File: src/rtl/pc_seq_pkg.sv
// rtl/pc_seq_pkg.sv - shared state encoding and address constants for pc_sequencer
package pc_seq_pkg;

    typedef enum logic [1:0] {
        ST_IDLE  = 2'd0,
        ST_FETCH = 2'd1,
        ST_DSLOT = 2'd2
    } pc_state_t;

    localparam logic [31:0] DEF_RESET_VEC = 32'h0000_0000;
    localparam logic [31:0] DEF_EXC_VEC   = 32'h0000_0180;

    // Low address bits cleared on every PC load to keep fetches word aligned.
    localparam logic [1:0]  WORD_ALIGN    = 2'b11;

endpackage

File: src/rtl/pc_redirect_latch.sv
// rtl/pc_redirect_latch.sv - one-entry pending redirect target register
module pc_redirect_latch #(
    parameter int WIDTH = 32
) (
    input  logic             i_clk,
    input  logic             i_rst,
    input  logic             i_set,
    input  logic [WIDTH-1:0] i_target,
    input  logic             i_consume,
    input  logic             i_flush,
    output logic             o_valid,
    output logic [WIDTH-1:0] o_target
);

    logic             r_valid;
    logic [WIDTH-1:0] r_target;

    // First captured target is kept until it is consumed or flushed.
    always_ff @(posedge i_clk) begin
        if (i_rst || i_flush) begin
            r_valid  <= 1'b0;
            r_target <= '0;
        end else if (i_consume) begin
            r_valid  <= 1'b0;
        end else if (i_set && !r_valid) begin
            r_valid  <= 1'b1;
            r_target <= i_target;
        end
    end

    assign o_valid  = r_valid;
    assign o_target = r_target;

endmodule

File: src/rtl/pc_sequencer.sv
// rtl/pc_sequencer.sv - MIPS fetch PC register, next-PC select and I-memory request FSM
// Optional branch-delay-slot behaviour is enabled with macro DELAY_SLOT_EN.
module pc_sequencer
    import pc_seq_pkg::*;
#(
    parameter int               WIDTH     = 32,
    parameter logic [WIDTH-1:0] RESET_VEC = WIDTH'(DEF_RESET_VEC),
    parameter logic [WIDTH-1:0] EXC_VEC   = WIDTH'(DEF_EXC_VEC)
) (
    input  logic             i_clk,
    input  logic             i_rst,
    input  logic             i_imem_ready,
    input  logic             i_stall,
    input  logic             i_branch_taken,
    input  logic [WIDTH-1:0] i_branch_target,
    input  logic             i_jump,
    input  logic [WIDTH-1:0] i_jump_target,
    input  logic             i_exc,
    output logic [WIDTH-1:0] o_pc,
    output logic             o_imem_req,
    output logic [WIDTH-1:0] o_epc,
    output logic             o_exc_bd
);

    localparam logic [WIDTH-1:0] W_MASK = ~{{(WIDTH-2){1'b0}}, WORD_ALIGN};

    pc_state_t        r_state, w_next_state;
    logic [WIDTH-1:0] r_pc, w_next_pc;
    logic [WIDTH-1:0] r_epc;
    logic [WIDTH-1:0] w_pc_plus4;
    logic [WIDTH-1:0] w_redir_tgt;
    logic             w_redir_in;
    logic             w_advance;
    logic             w_set, w_consume, w_flush;
    logic             w_pend_valid;
    logic [WIDTH-1:0] w_pend_tgt;

    assign w_pc_plus4  = r_pc + WIDTH'(4);
    assign w_redir_in  = i_jump | i_branch_taken;
    assign w_redir_tgt = (i_jump ? i_jump_target : i_branch_target) & W_MASK;
    assign w_advance   = (r_state != ST_IDLE) && i_imem_ready && !i_stall;

    pc_redirect_latch #(.WIDTH(WIDTH)) u_redirect_latch (
        .i_clk     (i_clk),
        .i_rst     (i_rst),
        .i_set     (w_set),
        .i_target  (w_redir_tgt),
        .i_consume (w_consume),
        .i_flush   (w_flush),
        .o_valid   (w_pend_valid),
        .o_target  (w_pend_tgt)
    );

    always_ff @(posedge i_clk) begin
        if (i_rst) begin
            r_state <= ST_IDLE;
            r_pc    <= RESET_VEC & W_MASK;
        end else begin
            r_state <= w_next_state;
            r_pc    <= w_next_pc;
        end
    end

    always_comb begin
        w_next_state = r_state;
        w_next_pc    = r_pc;
        w_set        = 1'b0;
        w_consume    = 1'b0;
        w_flush      = 1'b0;
        if (i_exc) begin
            w_next_pc    = EXC_VEC & W_MASK;
            w_next_state = ST_FETCH;
            w_flush      = 1'b1;
        end else begin
            case (r_state)
                ST_IDLE: begin
                    w_next_state = ST_FETCH;
                    w_set        = w_redir_in;
                end
                ST_FETCH: begin
                    if (!w_advance) begin
                        w_set = w_redir_in;
                    end else begin
`ifdef DELAY_SLOT_EN
                        // Fetch the slot first; the target waits in the latch.
                        w_next_pc = w_pc_plus4;
                        if (w_pend_valid || w_redir_in) begin
                            w_next_state = ST_DSLOT;
                            w_set        = w_redir_in;
                        end
`else
                        if (w_pend_valid) begin
                            w_next_pc = w_pend_tgt;
                            w_consume = 1'b1;
                        end else if (w_redir_in) begin
                            w_next_pc = w_redir_tgt;
                        end else begin
                            w_next_pc = w_pc_plus4;
                        end
`endif
                    end
                end
`ifdef DELAY_SLOT_EN
                ST_DSLOT: begin
                    if (w_advance) begin
                        w_next_pc    = w_pend_tgt;
                        w_consume    = 1'b1;
                        w_next_state = ST_FETCH;
                    end
                end
`endif
                default: w_next_state = ST_IDLE;
            endcase
        end
    end

`ifdef DELAY_SLOT_EN
    logic r_exc_bd;

    // In the slot the faulting context belongs to the branch one word back.
    always_ff @(posedge i_clk) begin
        if (i_rst) begin
            r_epc    <= '0;
            r_exc_bd <= 1'b0;
        end else if (i_exc) begin
            r_epc    <= (r_state == ST_DSLOT) ? (r_pc - WIDTH'(4)) : r_pc;
            r_exc_bd <= (r_state == ST_DSLOT);
        end
    end

    assign o_exc_bd = r_exc_bd;
`else
    always_ff @(posedge i_clk) begin
        if (i_rst) begin
            r_epc <= '0;
        end else if (i_exc) begin
            r_epc <= r_pc;
        end
    end

    assign o_exc_bd = 1'b0;
`endif

    assign o_pc       = r_pc;
    assign o_epc      = r_epc;
    assign o_imem_req = (r_state != ST_IDLE);

endmodule

File: config.mk
export PLATFORM = sky130hd
export DESIGN_NAME = pc_sequencer
export DESIGN_NICKNAME = d
export VERILOG_FILES = /design/src/rtl/pc_seq_pkg.sv /design/src/rtl/pc_redirect_latch.sv /design/src/rtl/pc_sequencer.sv
export SDC_FILE = /design/constraint.sdc
export NUM_CORES = 1
export LEC_CHECK = 0
export ABC_CLOCK_PERIOD_IN_PS = 2400
export CAP_MARGIN = 20
export CORE_ASPECT_RATIO = 0.7
export CORE_MARGIN = 3
export CORE_UTILIZATION = 48
export CTS_BUF_LIST = sky130_fd_sc_hd__clkbuf_16
export DETAILED_ROUTE_END_ITERATION = 8
export GPL_ROUTABILITY_DRIVEN = 0
export PLACE_DENSITY = 0.8
export SYNTH_ARGS = -nofsm -noshare
export SYNTH_HDL_FRONTEND = slang
export SYNTH_SLANG_ARGS = --single-unit
File: constraint.sdc
create_clock -name i_clk -period 2.4 [get_ports i_clk]
set_input_delay 0.24 -clock i_clk [delete_from_list [all_inputs] [get_ports i_clk]]
set_output_delay 0.24 -clock i_clk [all_outputs]
set_load 0.005 [all_outputs]
# Word level (Yosys, flattened, before mapping)
# Index checks and enable logic that the tools add are counted.
dict set report op_classes {
  n_eq_ne 2
  n_reduce_logical 15
  n_mux 16
  n_addsub 1
  bitwise_logic 2
}
# cell count
set ops {}
lappend ops {{$mux 32} 3}
lappend ops {{$add 32x3->32 const B} 1}
lappend ops {{$mux 9} 3}
lappend ops {{$mux 1} 8}
lappend ops {{$reduce_and 2->1} 3}
lappend ops {{$reduce_bool 2->1} 3}
lappend ops {{$pmux 2 s2} 1}
lappend ops {{$reduce_or 2->1} 2}
lappend ops {{$logic_and 1x1->1} 3}
lappend ops {{$eq 2x1->1 const B} 1}
lappend ops {{$logic_not 1->1} 2}
lappend ops {{$logic_not 2->1} 1}
lappend ops {{$ne 2x2->1 const B} 1}
lappend ops {{$pmux 1 s2} 1}
lappend ops {{$logic_or 1x1->1} 1}
lappend ops {{$not 1->1} 1}
lappend ops {{$or 1x1->1} 1}
dict set report totals {
  out_inout_bits 66
  regBits 97
  wordCells 43
}

# Longest topological paths before layout
# Gate-level depths: netlist of the first run.
dict set report logic_depth {
  word_depth 8
  mapped_depth 7
  ltp_nobuf 6
}

# By module
# Synthesis of the first run repeated with hierarchy kept, for this count alone.
dict set report unflattened {
  hier_cells 631
  area_unflattened_um2 5554.1
}
# mod area_per_inst_um2 n_inst cells_each
set modules_own_cells {}
lappend modules_own_cells {pc_sequencer 3922.5 1 482}
lappend modules_own_cells {pc_redirect_latch 1631.6 1 149}

# Worst setup path before layout of the first run
# Ideal clock, no wire load.
dict set report synth_path {
  kind {register to register}
  start {register r_pc[13], in the netlist o_pc[13]}
  end {register r_pc[22], in the netlist o_pc[22]}
  n_path_buf 2
  arrival_time_ps 1830
  period_less_slack_ps 1959
  t_required_ps 2271
  setup_slack_ps 441
  stages_incl_launch_ff 8
  cell_sequence {dfxtp_1 -> buf_4 -> nand4_1 -> or4_4 -> buf_2 -> nor4_1 -> mux2i_1 -> o211ai_1}
}
dict set report synth_via {
  elab_chain_cells 3
}
# item line
set synth_rtl {}
lappend synth_rtl {{start: declaration} pc_sequencer.sv:28} ;# logic [WIDTH-1:0] r_pc, w_next_pc;
lappend synth_rtl {{start signal: assignment} pc_sequencer.sv:57} ;# r_pc <= RESET_VEC & W_MASK;
lappend synth_rtl {{start signal: assignment} pc_sequencer.sv:60} ;# r_pc <= w_next_pc;
lappend synth_rtl {{$add 32x3->32} pc_sequencer.sv:38} ;# assign w_pc_plus4 = r_pc + WIDTH'(4);
lappend synth_rtl {{$mux 32} pc_sequencer.sv:95} ;# end else if (w_redir_in) begin
lappend synth_rtl {{$mux 32} pc_sequencer.sv:92} ;# if (w_pend_valid) begin
# No other way between the ends.
# A chain may end at the register's enable or synchronous reset.

# Worst setup path in the final report of the first run
dict set report layout_path {
  start {register r_pc[14], in the netlist o_pc[14]}
  end {register r_pc[25], in the netlist o_pc[25]}
}
# The elaborated chain is that of the path after synthesis.

==> metrics.txt, run 1 <==
status=completed; most frequent cells in the layout=clkdlybuf4s50_1 (129), dfxtp_1 (96), nor2_1 (79), mux2i_1 (66), o21ai_0 (42); cell-internal power=2.57 mW; area of the core=about 0.0098 mm2; CTS Buf Count=9; CP max-delay cell=or4_4; PnR worst setup slack=0.170 ns; flop-to-flop setup slack=between 0.15 and 0.2 ns; Clock Path Buffers=2; Max VDD drop=0.452 mV; Row Count=30; RSZ-0062 raised after global routing=no; Vias/cell=6.15; Worst setup EP type=register; fin area=0.00662 mm2; Finish-stage setup viols=0; Total Neg Setup Slack=0 ns; Layout Skew=0.00663 ns; # H-tree levels=3; reg2reg path depth=5; Critical Path Start=o_pc[14]$_SDFFE_PP0P_; largest net degree at the start of global routing=38; Tcrit/Tclk final=92.9%; Tot GR Track Use=25.7%; Syn Nets=663; Clk pin slew, worst setup/hold paths=0.06 ns; routed vias=5,153; pwr dens=524 mW/mm2; Layout area overhead=35.3%; DP Wirelength=~11,000 um; die height=90.5 um; Netlist cell types=52; EDFF count, synth=0; switching power=0.899 mW; drt first pass iters=7; Clock Power Share=a little under two fifths; Max-Cap Viols=0; power share of the combinational group=15.3%; CP Data Required Time=2.67 ns; fmax=448 MHz; Sinks on Clock Net=96; worst path cell trace=nand4_1, or4_4, or2_1, or4_1, a31oi_1; Routed Antenna Nets=0; Cell Area, Placed=0.00637 mm2; Mapped Area=between 0.004 and 0.005 mm2; Cell Count, Final, Fillers Out=838; ANT cells=0; Synth Register Bits=between 90 and 100; predominant post-synthesis flop cell=dfxtp_1; global-route wire length before repair=24,300 um; Hold Path Class=in -> reg; register area share after synthesis=about two fifths; CP Launch Type=register; Post-synth ARST share=0%; DRC Markers=0; placed cells=823; number of buffers added on ports=roughly 130; post-synthesis cell count=591; Mapped Avg Cell Area=8.28 um2; antenna violations before repair=0; fin. max-slew vios=0; post-CTS resize count=0; synth warn=0; Overflow after GRT=0; clock latency on the worst-skew pair=0.34 ns; Root Buffer=clkbuf_16; layout cells sized above 1=7.04%; Final Net Count=778; worst r2r src=o_pc[14]$_SDFFE_PP0P_; Final Hold Fails=0; Sw Ratio=25.9%; FF-to-FF End=o_pc[25]$_SDFFE_PP0P_; # IOs=about 140; Setup Buffers After CTS=0; Die Width=127 um; HP Start=i_exc; Die ar.=between 0.01 and 0.015 mm2; Setup Crit Path Kind=reg -> reg; Layout Utilization=roughly 68%; sequential power share=47.9%; WP data arrival=2.50 ns; Initial Utilization=49.9%; cts hold-fix bufs=0; crit path to=o_pc[25]$_SDFFE_PP0P_; initial DRC count=a little under 500; Post-Route WL=about 15,000 um; most common cell after layout, fill and taps aside=clkdlybuf4s50_1; TritonCTS clock tree=built; minimum clock period=between 2 and 2.5 ns; wire per inst=18.2 um; critical path's largest stage delay=0.64 ns; Slew Limit Headroom=42.1%; Leak Pwr=2.39 nW; vias in the first global route=4,822; critical path peak fanout=12; pre-CTS setup slack=0.198 ns; Least-Margin Pin Slew=a little under 0.9 ns
-- state kept, by name (all words and copies together) (netlist names) --
name / flops
r_state: 1
o_epc: 32
o_pc: 32
u_redirect_latch.o_target: 30
u_redirect_latch.o_valid: 1
-- metrics by stage --
| stage | hold WS [ns] | total power, mW |
|---|---|---|
| after detailed placement | 0.485 | 2.22 |
| after global routing | 0.433 | 3.60 |
| final | 0.402 | 3.47 |
| after global placement | 0.471 | 2.20 |
| after floorplan | 0.457 | 1.97 |
| after CTS | 0.402 | 3.47 |
-- final cells by class --
class / instances / area [um2]
Clock inverter: 6 / 28.8
Clock buffer: 9 / 225
Multi-Input combinational cell: 431 / 2730
Timing Repair Buffer: 158 / 1520
Tap cell: 128 / 160
Inverter: 10 / 37.5
Fill cell: 792 / 3180
Sequential cell: 96 / 1920
-- routing by layer --
metal | global-route usage (%) | up-vias | share of wire, %
met4 | 5.71 | 0 | 1.1
met5 | 0 | - | 0
met1 | 33.3 | 2460 | 42
met2 | 43.6 | 266 | 49
met3 | 5.79 | 20 | 8.4
li1 | - | 2407 | -
-- critical path, delay by kind of cell (launching register included) --
family	cells	cell delay [ns]
flip-flops	1	0.45
AO/OA/AOI/OAI	1	0.17
AND/OR/NAND/NOR	4	1.53
-- cell families (layout without fill, tap and decap cells) --
kind of cell             Yosys count  count (layout)  synth area share, %
adder cells (fa/ha/maj)            1               1                0.256
flip-flops                        96              96                 39.3
multiplexers                      68              68                 14.0
buffers and inverters             64             183                 5.17
XOR/XNOR                           1               1                0.179
AO/OA/AOI/OAI                    162             162                 22.2
AND/OR/NAND/NOR                  198             198                 18.8
other                              1               1               0.0767
-- power by group through the flow --
stage / Sequential, mW / Clock (mW) / Combinational [mW]
5_1_grt: 1.66 / 1.37 / 0.573
4_1_cts: 1.66 / 1.29 / 0.526
3_5_place_dp: 1.70 / 0 / 0.522
2_1_floorplan: 1.69 / 0 / 0.280
3_3_place_gp: 1.69 / 0 / 0.508
6_report: 1.66 / 1.28 / 0.529
-- worst min-delay path by stage --
stage,end,slack [ns],cells past startpoint
after CTS,o_epc[20]$_SDFFE_PP0P_,0.40,3
final,o_epc[22]$_SDFFE_PP0P_,0.40,3
after floorplan,u_redirect_latch.o_target[28]$_SDFFE_PP0P_,0.46,2
after global placement,u_redirect_latch.o_target[28]$_SDFFE_PP0P_,0.47,2
after global routing,o_epc[22]$_SDFFE_PP0P_,0.43,3
after detailed placement,o_epc[27]$_SDFFE_PP0P_,0.49,2
-- cells in the mapped netlist (4+ instances only) --
library cell	instances	area (um2)
a31oi_1	7	43.8
mux2i_1	66	661
a221oi_1	6	52.6
nor4_1	8	50.1
nand3_1	14	70.1
o22ai_1	4	25.0
dfxtp_1	96	1920
o211ai_1	10	75.1
nor3_1	30	150
a21oi_1	24	120
clkbuf_1	44	165
buf_2	4	20.0
a22oi_1	13	97.6
buf_1	4	15.0
nand2b_1	4	25.0
nand2_1	33	124
inv_1	10	37.5
and3_1	6	37.5
nand4_1	6	37.5
nor2_1	80	300
a211oi_1	30	225
o21ai_0	42	210
a221o_1	7	70.1
No activity file was read; power rests on OpenSTA's default activity.
==> run 2, diff against run 1 <==
--- a/config.mk
+++ b/config.mk
@@ -9,11 +9,13 @@
 export CAP_MARGIN = 20
 export CORE_ASPECT_RATIO = 0.7
 export CORE_MARGIN = 3
-export CORE_UTILIZATION = 48
+export CORE_UTILIZATION = 62
 export CTS_BUF_LIST = sky130_fd_sc_hd__clkbuf_16
 export DETAILED_ROUTE_END_ITERATION = 8
+export DONT_BUFFER_PORTS = 1
 export GPL_ROUTABILITY_DRIVEN = 0
-export PLACE_DENSITY = 0.8
+export PLACE_DENSITY = 0.78
+export SLEW_MARGIN = 5
 export SYNTH_ARGS = -nofsm -noshare
 export SYNTH_HDL_FRONTEND = slang
 export SYNTH_SLANG_ARGS = --single-unit
==> run 2 against run 1 <==
  * Sequential power barely moved
  * Wire length fell by 11%
  * Clock power rose by 7%
  * Critical endpoint unchanged
  * Die area fell by 21%
  * Critical path type unchanged
  * Worst setup slack improved by 0.0098 ns
  * Fmax rose by 0.44%
==> metrics.txt, run 2 (synthesis gave the netlist of run 1 again) <==
status=completed; CP max-delay cell=or4_4; Max VDD drop=0.582 mV (+29%); area of the core=0.00748 mm2 (-24%); power share of the combinational group=10.0% (-5.3 points); RSZ-0062 raised after global routing=no; CTS Buf Count=9 (unchanged); drt first pass iters=6 (-1); Leak Pwr=1.93 nW (-19%); largest net degree at the start of global routing=59 (+55%); vias in the first global route=4,213 (-13%); Post-Route WL=13,500 um (-11%); Max-Cap Viols=0 (unchanged); ANT cells=0 (unchanged); Die Width=112 um (-11%); DRC Markers=0 (unchanged); TritonCTS clock tree=built; fin. max-slew vios=0 (unchanged); number of buffers added on ports=0 (-100%); Tot GR Track Use=29.4% (+3.8 points); Layout Utilization=71.0% (+3.4 points); Overflow after GRT=0 (unchanged); Vias/cell=6.80 (+11%); critical path's largest stage delay=0.64 ns (about the same); Final Hold Fails=0 (unchanged); worst path cell trace=nand4_1, or4_4, or2_1, or4_1, a31oi_1; Finish-stage setup viols=0 (unchanged); met1 WL=5240 um (-18%); Total Neg Setup Slack=0 ns (unchanged); cell-internal power=2.56 mW (-0.45%); Clk pin slew, worst setup/hold paths=0.06 ns (about the same); Final Net Count=648 (-17%); Tcrit/Tclk final=92.5% (-0.41 points); WP data arrival=2.48 ns (-0.02 ns); wire per inst=19.9 um (+9.6%); global-route wire length before repair=21,200 um (-13%); critical path peak fanout=12 (unchanged); clock latency on the worst-skew pair=0.35 ns (about the same); Clock Power Share=40.7% (+3.9 points); Initial Utilization=65.4% (+15 points); switching power=0.816 mW (-9.2%); most common cell after layout, fill and taps aside=dfxtp_1; Layout area overhead=8.57%; antenna violations before repair=0 (unchanged); Row Count=26 (-13%); Pwr Total=3.37 mW (-2.7%); placed cells=661 (-20%); wire length on met3=1430 um (+12%); Slew Limit Headroom=27.1% (-15 points); pwr dens=635 mW/mm2 (+21%); Worst setup EP type=register; Sw Ratio=24.2% (-1.7 points); Layout Skew=0.00839 ns (+0.00176 ns); Cell Count, Final, Fillers Out=679 (-19%); Die ar.=0.00901 mm2 (-21%); DR WL met2=6560 um (-12%); CP Data Required Time=2.66 ns (about the same); fmax=450 MHz (+0.44%); hold slack=0.0792 ns (-0.322 ns); # IOs=137 (unchanged); # H-tree levels=3 (unchanged); Clock Path Buffers=2 (unchanged); routed vias=4,617 (-10%); Root Buffer=clkbuf_16; DP Wirelength=9370 um (-13%); Sinks on Clock Net=96 (unchanged); CP Launch Type=register; layout cells sized above 1=8.09% (+1.0 points); Routed Antenna Nets=0 (unchanged); most frequent cells in the layout=dfxtp_1 (96), nor2_1 (79), mux2i_1 (66), o21ai_0 (42), nand2_1 (33); top layer in use=met4; sequential power share=49.3% (+1.4 points); initial DRC count=540 (+10%); Least-Margin Pin Slew=1.09 ns (+0.229 ns); minimum clock period=2.22 ns (-0.00984 ns); Hold Path Class=in -> reg; die height=80.3 um (-11%); Setup Buffers After CTS=0 (unchanged); Setup Crit Path Kind=reg -> reg
[run 2: power by group through the flow]
stage	Sequential (mW)	Clock, mW	Combinational [mW]
final	1.66	1.37	0.339
after global placement	1.70	0	0.313
after global routing	1.67	1.46	0.370
after floorplan	1.69	0	0.280
after detailed placement	1.70	0	0.321
after CTS	1.66	1.38	0.333
[run 2: repair_timing]
| action | 4_1_cts | 5_1_grt |
|---|---|---|
| gates resized for setup | 0 | 0 |
| hold buffers | 1 | 0 |
| endpoints found under the hold margin | 35 | 0 |
[run 2: worst max-delay path, delay by kind of cell (launching register included)]
family / cells / cell delay (ns)
simple gates: 4 / 1.54
flops: 1 / 0.44
compound gates: 1 / 0.16
[run 2: area by class of cell]
cell class	instances	area, um2
Multi-Input combinational cell	431	2730
Fill cell	601	2170
Sequential cell	96	1920
Clock buffer	9	225
Timing Repair Buffer	28	220
Tap cell	98	123
Clock inverter	7	53.8
Inverter	10	37.5
[run 2: per-stage QoR]
stage | area (um2) | setup WS [ns]
global placement | 5010 | 0.238
global route | 5310 | 0.0496
detailed placement | 5010 | 0.231
floorplan | 4890 | 0.441
CTS | 5300 | 0.207
finish | 5310 | 0.180
[run 2: metal layers]
layer,up-vias,GRT usage [%]
li1,2148,-
met1,2179,34.9
met2,259,49.3
met3,31,10.5
met4,0,10.9
met5,-,0
[run 2: worst paths after layout]
path,startpoint,end,slack (ns),cells after the start
setup reg to reg,o_pc[16]$_SDFFE_PP0P_,o_pc[25]$_SDFFE_PP0P_,0.18,5
hold / removal,i_exc,o_epc[19]$_SDFFE_PP0P_,0.08,2
hold reg to reg,u_redirect_latch.o_target[28]$_SDFFE_PP0P_,u_redirect_latch.o_target[28]$_SDFFE_PP0P_,0.50,2
setup / recovery,o_pc[16]$_SDFFE_PP0P_,o_pc[25]$_SDFFE_PP0P_,0.18,5
==> run 3, diff against run 2 <==
--- a/config.mk
+++ b/config.mk
@@ -14,6 +14,7 @@
 export DETAILED_ROUTE_END_ITERATION = 8
 export DONT_BUFFER_PORTS = 1
 export GPL_ROUTABILITY_DRIVEN = 0
+export GPL_TIMING_DRIVEN = 0
 export PLACE_DENSITY = 0.78
 export SLEW_MARGIN = 5
 export SYNTH_ARGS = -nofsm -noshare
==> run 3 against run 2 <==
  * Clock skew fell by 0.0016 ns
  * Global-route usage is 4.2 points higher
  * Die area is the same
  * Clock power about the same
  * Wire length up 15%
  * Final cell count rose by 3.8%
  * Worst setup slack worse by 0.10 ns
  * Via count grew 6.4%
  * Highest routed layer unchanged
==> metrics.txt, run 3 (synthesis gave the netlist of run 1 again) <==
status=completed; DRC Markers=0 (unchanged); die height=80.3 um (unchanged); # IOs=137 (unchanged); Sinks on Clock Net=96 (unchanged); Die Width=112 um (unchanged); drt first pass iters=5 (-1); critical path peak fanout=9 (-3); global-route wire length before repair=23,800 um (+12%); antenna violations before repair=0 (unchanged); clock latency on the worst-skew pair=0.35 ns (about the same); critical path's largest stage delay=0.43 ns (-0.21 ns); wire per inst=22.0 um (+10%); Slew Limit Headroom=48.5% (+21 points); Final Net Count=674 (+4.0%); initial DRC count=560 (+3.7%); Sw Ratio=25.9% (+1.8 points); number of buffers added on ports=0 (unchanged); vias in the first global route=4,526 (+7.4%); Initial Utilization=65.4% (unchanged); Max VDD drop=0.561 mV (-3.6%); Total Neg Setup Slack=0 ns (unchanged); Cell Count, Final, Fillers Out=705 (+3.8%); Finish-stage setup viols=0 (unchanged); Layout area overhead=8.95%; CP max-delay cell=dfxtp_2; pwr dens=647 mW/mm2 (+1.9%); fmax=430 MHz (-4.5%); Vias/cell=6.97 (+2.5%); RSZ-0062 raised after global routing=no; CP Data Required Time=2.61 ns (-0.05 ns); largest net degree at the start of global routing=15 (-75%); fin. max-slew vios=0 (unchanged); # H-tree levels=3 (unchanged); Root Buffer=clkbuf_16; M2 GR Usage=50.6% (+1.3 points); power share of the combinational group=11.5% (+1.5 points); PnR worst setup slack=0.0754 ns (-0.104 ns); fill count=630 (+4.8%); sequential power share=48.3% (-1.0 points); most common cell after layout, fill and taps aside=dfxtp_1; most frequent cells in the layout=dfxtp_1 (94), nor2_1 (79), mux2i_1 (66), clkbuf_1 (44), o21ai_0 (42); Row Count=26 (unchanged); Tot GR Track Use=33.6% (+4.2 points); ANT cells=0 (unchanged); GRT met1 Usage=44.4% (+9.5 points); Clock Path Buffers=2 (unchanged); cell-internal power=2.56 mW (about the same); Final Hold Fails=0 (unchanged); placed cells=689 (+4.2%); GR Util met3=9.49% (-1.1 points); CP Launch Type=register; Routed Antenna Nets=0 (unchanged); switching power=0.896 mW (+9.7%); routed vias=4,913 (+6.4%); area of the core=0.00748 mm2 (unchanged); Clock Power Share=40.2% (-0.5 points); layout cells sized above 1=5.27% (-2.8 points); FF+latch area=0.00192 mm2 (+0.13%); Worst setup EP type=register; Layout Skew=0.00676 ns (-0.00163 ns); Least-Margin Pin Slew=0.773 ns (-0.321 ns); TritonCTS clock tree=built; Hold Path Class=in -> reg; pre-CTS setup slack=-0.114 ns (-0.345 ns); Overflow after GRT=0 (unchanged); busiest grt layer=met2; Setup Crit Path Kind=reg -> reg; Die ar.=0.00901 mm2 (unchanged); Tcrit/Tclk final=96.9% (+4.3 points); Max-Cap Viols=0 (unchanged); Clk pin slew, worst setup/hold paths=0.07 ns (about the same); footprint of the multi-input gates=0.00275 mm2 (+0.69%); CTS Buf Count=9 (unchanged); minimum clock period=2.32 ns (+0.104 ns); cts hold-fix bufs=0 (-1); Setup Buffers After CTS=0 (unchanged); Post-Route WL=15,500 um (+15%); DP Wirelength=11,200 um (+20%); WP data arrival=2.53 ns (+0.05 ns); Leak Pwr=1.87 nW (-3.1%); worst path cell trace=ha_1, nand3_1, or2_2, clkbuf_1, nor4_2, mux2i_1, o211ai_1
==> run 3: cell type report <==
cell class	count	area share [%]
clock inverter	7	1.06
clock buffer	9	4.23
buffer	54	4.04
tap	98	2.30
multi-input combinational	431	51.6
sequential	96	36.1
inverter	10	0.704
==> run 3: timing repair <==
item | 4_1_cts | 5_1_grt
pin swaps | 0 | 0
resized for setup | 2 | 6
endpoints found under the setup margin | 4 | 27
==> run 3: worst paths after layout <==
check                                                                 from                                         end  slack, ns  depth (start not counted)
worst max-delay path                                  o_pc[2]$_SDFFE_PP0P_                       o_pc[22]$_SDFFE_PP0P_       0.08                          7
worst min-delay path                                   i_branch_target[24]  u_redirect_latch.o_target[24]$_SDFFE_PP0P_       0.14                          2
worst max register to register                        o_pc[2]$_SDFFE_PP0P_                       o_pc[22]$_SDFFE_PP0P_       0.08                          7
worst min register to register  u_redirect_latch.o_target[22]$_SDFFE_PP0P_  u_redirect_latch.o_target[22]$_SDFFE_PP0P_       0.50                          2
==> run 3: power by group through the flow <==
stage / clock (mW) / sequential [mW] / combinational, mW
4_1_cts: 1.38 / 1.67 / 0.384
5_1_grt: 1.46 / 1.67 / 0.427
2_1_floorplan: 0 / 1.69 / 0.280
3_5_place_dp: 0 / 1.70 / 0.381
3_3_place_gp: 0 / 1.70 / 0.373
6_report: 1.39 / 1.67 / 0.398
==> run 3: critical path, delay by kind of cell (launching register included) <==
kind,cells,cell delay [ns]
buffers and inverters,1,0.26
and+or+nand+nor,3,0.85
DFF,1,0.43
muxes,1,0.26
AOI/OAI and AO/OA,1,0.13
adders and majority gates,1,0.23
==> run 3: per-stage QoR <==
| step | total power, mW | hold slack, ns | area, um2 | utilization (%) |
|---|---|---|---|---|
| floorplan | 1.97 | 0.457 | 4890 | - |
| detailed placement | 2.08 | 0.485 | 5010 | 67.0 |
| CTS | 3.43 | 0.129 | 5300 | 70.9 |
| finish | 3.45 | 0.137 | 5330 | 71.2 |
| global route | 3.55 | 0.142 | 5330 | 71.2 |
| global placement | 2.07 | 0.477 | 5010 | 67.0 |
==> run 3: metal layers <==
metal,part of all wire [%],vias up
met4,4.1,0
met3,12,59
li1,-,2195
met1,40,2307
met5,0,-
met2,44,352
==> patch: new RTL, config.mk and constraints of run 3 <==
Re-encode `pc_state_t` (3 states) as one-hot, 3 bits wide.
--- a/src/rtl/pc_seq_pkg.sv
+++ b/src/rtl/pc_seq_pkg.sv
@@ -1,10 +1,10 @@
 // rtl/pc_seq_pkg.sv - shared state encoding and address constants for pc_sequencer
 package pc_seq_pkg;
 
-    typedef enum logic [1:0] {
-        ST_IDLE  = 2'd0,
-        ST_FETCH = 2'd1,
-        ST_DSLOT = 2'd2
+    typedef enum logic [2:0] {
+        ST_IDLE  = 3'b001,
+        ST_FETCH = 3'b010,
+        ST_DSLOT = 3'b100
     } pc_state_t;
 
     localparam logic [31:0] DEF_RESET_VEC = 32'h0000_0000;
Check against the original RTL: no difference found for any inputs over 10 cycles, from zero or initial values and one cycle with i_rst high; not proved beyond that.
==> patch against run 3 <==
Design area increased by 5.0%; worst setup slack got worse by 0.059 ns; total power increased by 4.3%; routed wire length increased by 6.4%; cell count increased by 4.4%; clock power increased by 12%; sequential cell count increased by 1; synthesized cell count increased by 4.7%; utilization decreased by 0.71 points; synthesized area increased by 4.8%; critical endpoint is now o_pc[29]; largest power group unchanged; highest routed layer unchanged.
==> patch: results (changes against run 3) <==
Starting DRC count in detailed routing: 628 (+12%)
Yosys cell types: 64 (+23%)
Origin of the critical flop-to-flop path: r_state[1]
WL final: 16510 µm (+6.4%)
Commonest cells post-synth: 97 x dfxtp_1, 84 x nor2_1, 61 x mux2i_1
Critical path peak fanout: 6 (-3)
Met2 wire len: 6767 µm (-1.3%)
Worst Max-Slew Pin Slew: 0.9392 ns (+0.1664 ns)
WHS Endpoint: u_redirect_latch.o_target[25]
Number of global-route vias before repair: 4832 (+6.8%)
Placed cell areas: 0.005254 mm² (+4.8%)
Ranking of synthesized cells by area: dfxtp_1 38%, mux2i_1 12%, nor2_1 6.1%
Post-Place Worst Slack: -0.07685 ns (+0.03680 ns)
Total GRT Usage: 34.68% (+1.0 points)
M1 WL: 6663 µm (+6.7%)
Largest net degree at the start of global routing: 17 (+2)
CP max stage cell: or4_1
Pleak: 1.979 nW (+5.8%)
Post-Layout Cell Count: 736 (+4.4%)
Outcome: complete, no violations
Clock Skew: 0.006301 ns (-0.0004598 ns)
Final nets: 704 (+4.5%)
Global-route wire length before repair: 25120 µm (+5.4%)
Vias: 5138 (+4.6%)
First-pass detailed-route iteration total: 6 (+1)
Fraction of layout cells with a size suffix above 1: 7.402% (+2.1 points)
-- patch: area by class of cell --
class | count | area (µm²) | share of cell area [%]
Multi-Input combinational cell | 457 | 2947 | 52.63
Tap cell | 101 | 126.4 | 2.257
Clock inverter | 7 | 93.84 | 1.676
Clock buffer | 9 | 225.2 | 4.022
Buffer | 52 | 214.0 | 3.821
Inverter | 13 | 48.80 | 0.8715
Sequential cell | 97 | 1944 | 34.73
-- patch: cells by family (layout without fill, tap and decap cells) --
kind of cell	Yosys count	in the layout	synth area share (%)
flops	97	97	37.87
other cells	1	1	0.07314
simple gates	219	219	21.84
xor+xnor	2	2	0.3417
fa+ha+maj	3	3	0.7321
mux	61	61	11.91
buf+inv	65	81	4.978
compound gates	171	171	22.26
-- patch: report_power, final --
| part | switching [mW] | internal (mW) | total, mW |
|---|---|---|---|
| clock network | 0.647 | 0.913 | 1.56 |
| registers | 0.0226 | 1.64 | 1.66 |
| logic | 0.254 | 0.128 | 0.382 |
